[config.mk]
export PLATFORM = sky130hd
export DESIGN_NAME = sm_hex_display_capture_flat
export DESIGN_NICKNAME = d
export VERILOG_FILES = /design/src/rtl/sm_hex_display_capture_pkg.sv /design/src/rtl/sm_hex_display_capture_if.sv /design/src/rtl/sm_hex_display_capture_decode.sv /design/src/rtl/sm_hex_display_capture.sv /design/src/flat_wrapper.sv
export SDC_FILE = /design/constraint.sdc
export NUM_CORES = 1
export LEC_CHECK = 0
export CORE_AREA = 2 2 86 88
export CTS_CLUSTER_SIZE = 25
export DETAILED_ROUTE_END_ITERATION = 10
export DIE_AREA = 0 0 88 90
export SLEW_MARGIN = 15
export SYNTH_ARGS = -nofsm -noshare
export SYNTH_HDL_FRONTEND = slang
export SYNTH_SLANG_ARGS = --single-unit
export TNS_END_PERCENT = 10
[constraint.sdc]
create_clock -name clk -period 4.7 [get_ports clk]
set_input_delay 1.41 -clock clk [delete_from_list [all_inputs] [get_ports clk]]
set_output_delay 1.41 -clock clk [all_outputs]
set_load 0.005 [all_outputs]
[src/rtl/sm_hex_display_capture_pkg.sv]
// Shared types and constants for the seven-segment capture monitor.
// Segment codes match the patterns driven by sm_hex_display_our (active-high, bit0 = a).
package sm_hex_capture_pkg;

    localparam int DIGITS = 3;

    typedef enum logic [1:0] {
        ST_IDLE    = 2'd0,
        ST_SETTLE  = 2'd1,
        ST_CAPTURE = 2'd2,
        ST_HOLD    = 2'd3
    } cap_state_t;

    localparam logic [6:0] SEG_HEX_0 = 7'b0111111;
    localparam logic [6:0] SEG_HEX_1 = 7'b0000110;
    localparam logic [6:0] SEG_HEX_2 = 7'b1011011;
    localparam logic [6:0] SEG_HEX_3 = 7'b1001111;
    localparam logic [6:0] SEG_HEX_4 = 7'b1100110;
    localparam logic [6:0] SEG_HEX_5 = 7'b1101101;
    localparam logic [6:0] SEG_HEX_6 = 7'b1111101;
    localparam logic [6:0] SEG_HEX_7 = 7'b0000111;
    localparam logic [6:0] SEG_HEX_8 = 7'b1111111;
    localparam logic [6:0] SEG_HEX_9 = 7'b1101111;
    localparam logic [6:0] SEG_HEX_A = 7'b1110111;
    localparam logic [6:0] SEG_HEX_B = 7'b1111100;
    localparam logic [6:0] SEG_HEX_C = 7'b0111001;
    localparam logic [6:0] SEG_HEX_D = 7'b1011110;
    localparam logic [6:0] SEG_HEX_E = 7'b1111001;
    localparam logic [6:0] SEG_HEX_F = 7'b1110001;

    // Blanking (all zero) and multi-hot selects are both rejected.
    function automatic logic sel_is_onehot(input logic [DIGITS-1:0] sel);
        return (sel != '0) && ((sel & (sel - 1'b1)) == '0);
    endfunction

endpackage

[src/rtl/sm_hex_display_capture_if.sv]
// Segment bus input and decoded frame outputs of the capture monitor.
interface sm_hex_display_capture_if;
    logic [11:0] segBus;
    logic [11:0] value;
    logic        frameValid;
    logic        frameErr;
    logic        stale;

    modport master (output segBus, input value, frameValid, frameErr, stale);
    modport slave  (input segBus, output value, frameValid, frameErr, stale);
endinterface

[src/rtl/sm_hex_display_capture_decode.sv]
// Combinational seven-segment to hex decoder; unknown patterns give nibble 0 and hex_ok = 0.
module sm_hex_segment_decode
    import sm_hex_capture_pkg::*;
(
    input  logic [6:0] seg,
    output logic [3:0] nibble,
    output logic       hex_ok
);

    always_comb begin
        nibble = 4'h0;
        hex_ok = 1'b1;
        case (seg)
            SEG_HEX_0: nibble = 4'h0;
            SEG_HEX_1: nibble = 4'h1;
            SEG_HEX_2: nibble = 4'h2;
            SEG_HEX_3: nibble = 4'h3;
            SEG_HEX_4: nibble = 4'h4;
            SEG_HEX_5: nibble = 4'h5;
            SEG_HEX_6: nibble = 4'h6;
            SEG_HEX_7: nibble = 4'h7;
            SEG_HEX_8: nibble = 4'h8;
            SEG_HEX_9: nibble = 4'h9;
            SEG_HEX_A: nibble = 4'hA;
            SEG_HEX_B: nibble = 4'hB;
            SEG_HEX_C: nibble = 4'hC;
            SEG_HEX_D: nibble = 4'hD;
            SEG_HEX_E: nibble = 4'hE;
            SEG_HEX_F: nibble = 4'hF;
            default:   hex_ok = 1'b0;
        endcase
    end

endmodule

[src/rtl/sm_hex_display_capture.sv]
// Receive-side monitor for the multiplexed 3-digit seven-segment bus.
// Optional idle timeout (stale output) is built when SM_HEX_CAPTURE_TIMEOUT_EN is defined.
//
// state      | meaning
// IDLE       | waiting for a one-hot digit select
// SETTLE     | select latched, counting stable cycles
// CAPTURE    | decode segments into the selected slot (one cycle)
// HOLD       | digit taken, waiting for the select to change
module sm_hex_display_capture
    import sm_hex_capture_pkg::*;
#(
    parameter int SETTLE_CYCLES  = 16,
    parameter int SEG_ACTIVE_LOW = 1
`ifdef SM_HEX_CAPTURE_TIMEOUT_EN
    ,
    parameter int TIMEOUT_CYCLES = 1_000_000
`endif
) (
    input  logic                      clk,
    input  logic                      rst,
    sm_hex_display_capture_if.slave   bus
);

    localparam logic [7:0] SETTLE_LAST = 8'(SETTLE_CYCLES - 1);

    logic [11:0] sync_q1, sync_q2, seg_word;
    logic [DIGITS-1:0] sel, cur_sel, seen;
    logic [7:0] settle_cnt;
    logic [3:0] dec_nibble;
    logic dec_ok, err_acc;
    logic latch_sel, settle_inc, do_capture;
    logic [DIGITS-1:0][3:0] slots, slots_next;
    logic unused_bits;
    cap_state_t state_q, state_next;

    always_ff @(posedge clk) begin
        if (rst) begin
            sync_q1 <= '0;
            sync_q2 <= '0;
        end else begin
            sync_q1 <= bus.segBus;
            sync_q2 <= sync_q1;
        end
    end

    assign seg_word    = (SEG_ACTIVE_LOW != 0) ? ~sync_q2 : sync_q2;
    assign sel         = seg_word[10:8];
    assign unused_bits = ^{seg_word[11], seg_word[7]};

    sm_hex_segment_decode u_decode (
        .seg    (seg_word[6:0]),
        .nibble (dec_nibble),
        .hex_ok (dec_ok)
    );

    always_ff @(posedge clk) begin
        if (rst) state_q <= ST_IDLE;
        else     state_q <= state_next;
    end

    always_comb begin
        state_next = state_q;
        case (state_q)
            ST_IDLE:    if (sel_is_onehot(sel)) state_next = ST_SETTLE;
            ST_SETTLE: begin
                if (sel != cur_sel)                state_next = ST_IDLE;
                else if (settle_cnt == SETTLE_LAST) state_next = ST_CAPTURE;
            end
            ST_CAPTURE: state_next = ST_HOLD;
            ST_HOLD:    if (sel != cur_sel) state_next = ST_IDLE;
            default:    state_next = ST_IDLE;
        endcase
    end

    always_comb begin
        latch_sel  = (state_q == ST_IDLE) && sel_is_onehot(sel);
        settle_inc = (state_q == ST_SETTLE) && (sel == cur_sel);
        do_capture = (state_q == ST_CAPTURE);
    end

    always_ff @(posedge clk) begin
        if (rst) begin
            cur_sel    <= '0;
            settle_cnt <= '0;
        end else if (latch_sel) begin
            cur_sel    <= sel;
            settle_cnt <= '0;
        end else if (settle_inc) begin
            settle_cnt <= settle_cnt + 8'd1;
        end
    end

    always_comb begin
        slots_next = slots;
        for (int i = 0; i < DIGITS; i++)
            if (cur_sel[i]) slots_next[i] = dec_ok ? dec_nibble : 4'h0;
    end

    // The completing capture publishes the merged slots directly, so value and the strobe land together.
    always_ff @(posedge clk) begin
        if (rst) begin
            slots          <= '0;
            seen           <= '0;
            err_acc        <= 1'b0;
            bus.value      <= '0;
            bus.frameValid <= 1'b0;
            bus.frameErr   <= 1'b0;
        end else begin
            bus.frameValid <= 1'b0;
            if (do_capture) begin
                slots <= slots_next;
                if ((seen | cur_sel) == {DIGITS{1'b1}}) begin
                    bus.value      <= slots_next;
                    bus.frameValid <= 1'b1;
                    bus.frameErr   <= err_acc | ~dec_ok;
                    seen           <= '0;
                    err_acc        <= 1'b0;
                end else begin
                    seen    <= seen | cur_sel;
                    err_acc <= err_acc | ~dec_ok;
                end
            end
        end
    end

`ifdef SM_HEX_CAPTURE_TIMEOUT_EN
    localparam logic [19:0] TIMEOUT_VAL = 20'(TIMEOUT_CYCLES);
    logic [19:0] idle_cnt;

    always_ff @(posedge clk) begin
        if (rst)                      idle_cnt <= '0;
        else if (do_capture)          idle_cnt <= '0;
        else if (idle_cnt != TIMEOUT_VAL) idle_cnt <= idle_cnt + 20'd1;
    end

    assign bus.stale = (idle_cnt == TIMEOUT_VAL);
`else
    assign bus.stale = 1'b0;
`endif

endmodule

[src/flat_wrapper.sv]
// flat-port wrapper written by rule: the top's interface ports become plain ports
module sm_hex_display_capture_flat import sm_hex_capture_pkg::*;
#(
    parameter int SETTLE_CYCLES  = 16,
    parameter int SEG_ACTIVE_LOW = 1

)
  (clk, rst, bus_segBus, bus_value, bus_frameValid, bus_frameErr, bus_stale);
  sm_hex_display_capture_if bus_i ();
  input  logic clk;
  input  logic rst;
  input wire logic [$bits(bus_i.segBus)-1:0] bus_segBus;
  output wire logic [$bits(bus_i.value)-1:0] bus_value;
  output wire logic [$bits(bus_i.frameValid)-1:0] bus_frameValid;
  output wire logic [$bits(bus_i.frameErr)-1:0] bus_frameErr;
  output wire logic [$bits(bus_i.stale)-1:0] bus_stale;
  assign bus_i.segBus = bus_segBus;
  assign bus_value = bus_i.value;
  assign bus_frameValid = bus_i.frameValid;
  assign bus_frameErr = bus_i.frameErr;
  assign bus_stale = bus_i.stale;
  sm_hex_display_capture #(.SETTLE_CYCLES(SETTLE_CYCLES), .SEG_ACTIVE_LOW(SEG_ACTIVE_LOW)) u_core (.clk(clk), .rst(rst), .bus(bus_i));
endmodule
# Yosys cells after proc, flatten, opt, wreduce, memory -nomap -nowiden

Cells that the tools add are included.

Word-level logic and storage cells: 72
Bits in registers: 65
Output and inout port bits: 15

Mux-type cells: 14
Bitwise logic cells: 6
Reductions and logical operators: 11
Eq/ne operators: 26
Add/sub/neg operators: 2

Operators by type and width:

| kind                | number |
|---|---|
| $eq 7x7->1 const B  | 12 |
| $pmux 4 s15         | 1 |
| $mux 4              | 4 |
| $reduce_or 16->1    | 1 |
| $eq 7x3->1 const B  | 2 |
| $eq 7x6->1 const B  | 2 |
| $not 11->11         | 1 |
| $add 8x1->8 const B | 1 |
| $eq 8x4->1 const B  | 1 |
| $mux 2              | 4 |
| $pmux 2 s4          | 1 |
| $eq 2x2->1 const B  | 2 |
| $ne 2x1->1 const B  | 2 |
| $reduce_or 2->1     | 2 |
| $and 3x3->3         | 1 |
| $eq 3x3->1          | 1 |
| $eq 3x3->1 const B  | 1 |
| $logic_and 1x1->1   | 3 |
| $logic_not 3->1     | 1 |
| $mux 1              | 3 |
| $mux 3              | 1 |
| $ne 3x1->1 const B  | 1 |
| $ne 3x3->1          | 1 |
| $or 3x3->3          | 1 |
| other kinds (8)     | 9 |

# Depth between registers and ports, before layout

Depth in word-level cells: 7
Gate-level depth with buffers: 7

# Cells and area by module

A second synthesis with hierarchy kept.

Cells, all modules: 329
Area total of the unflattened synthesis: 2902.8 µm²

Modules (own cells, without submodules):

| module                 | seq. area each (µm²) | cells each | area each (µm²) | instances |
|---|---|---|---|---|
| sm_hex_display_capture | 1261.2               | 272        | 2502.4          | 1 |
| sm_hex_segment_decode  | 0.0                  | 57         | 400.4           | 1 |

# Worst setup path before layout

No wires, ideal clock.

Path type: in2reg
Start point: input port rst
End point: register u_core.slots[4] (netlist bit)
Stages: 3
Arrival time: 2.051 ns
Data required time: 4.558 ns
Path buffers: 2
Slack: 2.507 ns
Setup time: 0.142 ns
Cell sequence: clkbuf_1 clkbuf_1 a211oi_1

RTL lines:

| what                 | line                          | text |
|---|---|---|
| from (decl)          | flat_wrapper.sv:11            | `input logic rst;` |
| to (signal assigned) | sm_hex_display_capture.sv:111 | `slots <= slots_next;` |
| to (decl)            | sm_hex_display_capture.sv:32  | `logic [DIGITS-1:0][3:0] slots, slots_next;` |

No word-level cell between the ends.

# Final worst setup path

Start point: register u_core.bus.value[10]
End point: output port bus_value[10]

RTL lines:

| what                   | line                            | text |
|---|---|---|
| from (decl)            | sm_hex_display_capture_if.sv:10 | `modport slave (input segBus, output value, frameValid, frameErr, stale);` |
| from (signal assigned) | sm_hex_display_capture.sv:113   | `bus.value <= slots_next;` |
| to (decl)              | flat_wrapper.sv:13              | `output wire logic [$bits(bus_i.value)-1:0] bus_value;` |

No word-level cell between the ends.

==> summary.txt <==
Status
  • Result of the run: finished, final reports clean

STA
  • Final clock skew: 0.00575 ns
  • Final worst path period need: 2.62 ns
  • Setup repair after global routing missed its margin: false
  • Hold Fails Final Rpt: 0
  • Final slew viol count: 0
  • Max transition margin: 0.550
  • Final setup slack of the worst path: 2.08 ns
  • Actual transition at the worst max-transition pin: 0.673 ns
  • Share of the clock period used by the worst path: 0.558
  • Peak Freq: 382 MHz
  • # setup viols final: 0
  • Total negative slack: 0 ns
  • Minimum hold slack: 0.429 ns

Die
  • Starting utilization of the core area: 0.402
  • Floorplan Core Area: 0.00702 mm²
  • Floorplan row count: 31
  • Height of the die: 90 µm
  • Area of the die: 0.00792 mm²
  • Horizontal extent of the die: 88 µm
  • Io pins: 29

Finish
  • Layout cells sized above 1: 0.116
  • Layout-stage area growth over the synthesis result: 16.1%
  • Fin nets: 330
  • Diodes inserted: 0
  • Filler instances: 687

Global routing
  • Antenna violations before repair: 0
  • Vias in the first global route: 1,872
  • Wire length of the first global-routing pass: 8550 µm
  • Largest net degree at the start of global routing: 33
  • Total global routing overflow: 0
  • Global-route total usage across every layer: 0.137

Drt
  • Drt drc: 0
  • Wire length per cell: 12.2 µm
  • First-pass detailed-route iteration total: 4
  • DRT iter0 DRCs: 121
  • Remaining number of nets flagged by the antenna check after routing: 0
  • Final routed wirelength across all metal layers: 5100 µm
  • Total number of vias: 2,109
  • Drt via density: 5.03

Setup path
  • WP data arrival: 1.21 ns
  • Kind of end point of the critical path: output port
  • Crit path buf inv count: 1
  • Worst Path Class, Setup: reg -> out
  • Worst EP required: 3.29 ns
  • Peak fanout along the critical path: 3
  • CP top delay family: buffers and inverters
  • Cell-by-cell trace of the critical path: clkdlybuf4s50_1
  • Worst setup SP type: register
  • Critical-path top delay cell: sky130_fd_sc_hd__clkdlybuf4s50_1
  • Biggest cell delay along the critical path: 0.51 ns

Synth
  • Number of warning messages in the yosys log: 0
  • Synthesized area: 0.00282 mm²
  • Sequential element share of the synthesized area: 0.447
  • Number of flops mapped to enable cells by yosys: 0
  • Count of different cell masters after synthesis: 63
  • Avg Synthesized Cell Area: 9.37 µm²
  • Synthesized netlist cell count: 301
  • Dominant register cell in the synthesized netlist: sky130_fd_sc_hd__dfxtp_1
  • Flops & latches, synth: 63
  • Post-Synthesis Net Count: 316
  • Ys async rst share: 0

Place
  • GP Congestion: 0.779
  • Detailed-placement wirelength estimate: 3380 µm
  • Minimum setup slack after placement: 2.19 ns
  • Count of input and output buffers: 25

Clock network
  • Maximum level of the CTS H-tree: 3
  • CTS hold repair buffers: 0
  • Source-to-sink clock delay at the later pin of the worst-skew pair: 0.34 ns
  • TritonCTS buffer count: 9
  • Clock root buffer: sky130_fd_sc_hd__clkbuf_8
  • Clock Pin Slew Worst Setup and Hold Paths: 0.07 ns
  • Post-cts resize count: 0
  • TritonCTS clock tree: done
  • Clock net sink count: 63
  • Number of buffers added for setup after CTS: 0
  • Maximum root-to-sink buffer count: 2

Power and ir drop
  • Total power draw: 1.09 mW
  • Static leakage: 1.15 nW
  • Worst IR drop on VDD: 0.193 mV
  • Cell area power density: 332 mW/mm²

Worst hold path
  • Class of the tightest hold or removal check: reg -> reg

Run
  • Number of max-cap violations: 0
==> cell type report <==
type	instances	area, µm²	area share
inverter	1	3.75	0.00115
tap	99	124	0.0378
sequential	63	1260	0.385
clock inverter	7	72.6	0.0222
multi-input combinational	214	1440	0.439
clock buffer	9	124	0.0378
timing repair buffer	26	253	0.0772
==> kinds of logic after synthesis <==
family          after synthesis  share of synthesized area
other cells                   1                    0.00133
xor+xnor                     12                     0.0373
fa+ha+maj                     1                    0.00444
simple gates                128                      0.279
flops                        63                      0.447
compound gates               71                      0.184
mux                           1                    0.00355
buf+inv                      24                     0.0435
==> report_power, final <==
group          internal, mW  total (mW)  switching [mW]
registers             0.544       0.561          0.0168
logic                0.0353      0.0691          0.0338
clock network         0.245       0.458           0.213
total                 0.824        1.09           0.263
==> synth_stat cells, types with 5 or more instances <==
master | count | area, µm²
sky130_fd_sc_hd__nand3_1 | 5 | 25.0
sky130_fd_sc_hd__nor3_1 | 5 | 25.0
sky130_fd_sc_hd__dfxtp_1 | 63 | 1260
sky130_fd_sc_hd__xor2_1 | 6 | 52.6
sky130_fd_sc_hd__o21ai_0 | 5 | 25.0
sky130_fd_sc_hd__clkbuf_1 | 10 | 37.5
sky130_fd_sc_hd__buf_2 | 7 | 35.0
sky130_fd_sc_hd__a21oi_1 | 19 | 95.1
sky130_fd_sc_hd__nor3b_1 | 6 | 45.0
sky130_fd_sc_hd__nor2_1 | 30 | 113
sky130_fd_sc_hd__nor2_2 | 5 | 31.3
sky130_fd_sc_hd__xnor2_1 | 6 | 52.6
sky130_fd_sc_hd__nand4_1 | 6 | 37.5
sky130_fd_sc_hd__a211oi_1 | 14 | 105
sky130_fd_sc_hd__and2_1 | 5 | 31.3
sky130_fd_sc_hd__nand2_1 | 7 | 26.3
sky130_fd_sc_hd__nor2b_1 | 25 | 156
==> sequential cells by signal, summed over array words and instances, names as in the netlist, named ones only <==
signal                 count
u_core.sync_q2            10
u_core.err_acc             1
u_core.bus.frameErr        1
u_core.state_q             1
u_core.sync_q1            10
u_core.bus.frameValid      1
u_core.bus.value          12
u_core.settle_cnt          8
u_core.cur_sel             3
u_core.slots              12
u_core.seen                3
==> cell usage in the layout, fill, tap and decap left out, types with 3 or more instances in the layout <==
master	synthesis	layout
sky130_fd_sc_hd__o21a_1	3	3
sky130_fd_sc_hd__or2_2	4	4
sky130_fd_sc_hd__nor3b_1	6	6
sky130_fd_sc_hd__a21oi_1	19	19
sky130_fd_sc_hd__a21o_1	3	3
sky130_fd_sc_hd__a211oi_1	14	14
sky130_fd_sc_hd__nand2_1	7	7
sky130_fd_sc_hd__o31ai_1	3	3
sky130_fd_sc_hd__and2_1	5	5
sky130_fd_sc_hd__xor2_1	6	6
sky130_fd_sc_hd__o21ai_0	5	5
sky130_fd_sc_hd__nand2b_1	4	4
sky130_fd_sc_hd__clkdlybuf4s50_1	0	24
sky130_fd_sc_hd__dfxtp_1	63	63
sky130_fd_sc_hd__clkbuf_8	0	9
sky130_fd_sc_hd__nor2_1	30	30
sky130_fd_sc_hd__nor2b_1	25	25
sky130_fd_sc_hd__nand4_1	6	6
sky130_fd_sc_hd__nor3_1	5	5
sky130_fd_sc_hd__a22o_1	4	4
sky130_fd_sc_hd__xnor2_1	6	6
sky130_fd_sc_hd__nor2_2	5	5
sky130_fd_sc_hd__nand3_1	5	5
==> layer usage <==
layer  vias to the layer above  share of wire  global-route usage
met3                        10          0.044              0.0523
met5                         -              0                   0
met4                         0          0.013              0.0500
met2                        40           0.46               0.205
li1                       1096              -                   -
met1                       963           0.49               0.178
==> through the flow <==
step	cells	util	cell area (µm²)
after global placement	403	0.438	3080
after CTS	419	0.466	3270
after global routing	419	0.466	3270
after floorplan	301	-	2820
final	419	0.466	3270
after detailed placement	403	0.438	3080
==> worst paths after layout <==
path	start	end	slack, ns	depth (start not counted)
setup reg to reg	u_core.cur_sel[0]	u_core.bus.value[11]	2.64	5
hold / removal	u_core.sync_q1[0]	u_core.sync_q2[0]	0.43	1
hold reg to reg	u_core.sync_q1[0]	u_core.sync_q2[0]	0.43	1
setup / recovery	u_core.bus.value[10]	bus_value[10]	2.08	1
Power figures use the tool's default switching activity.
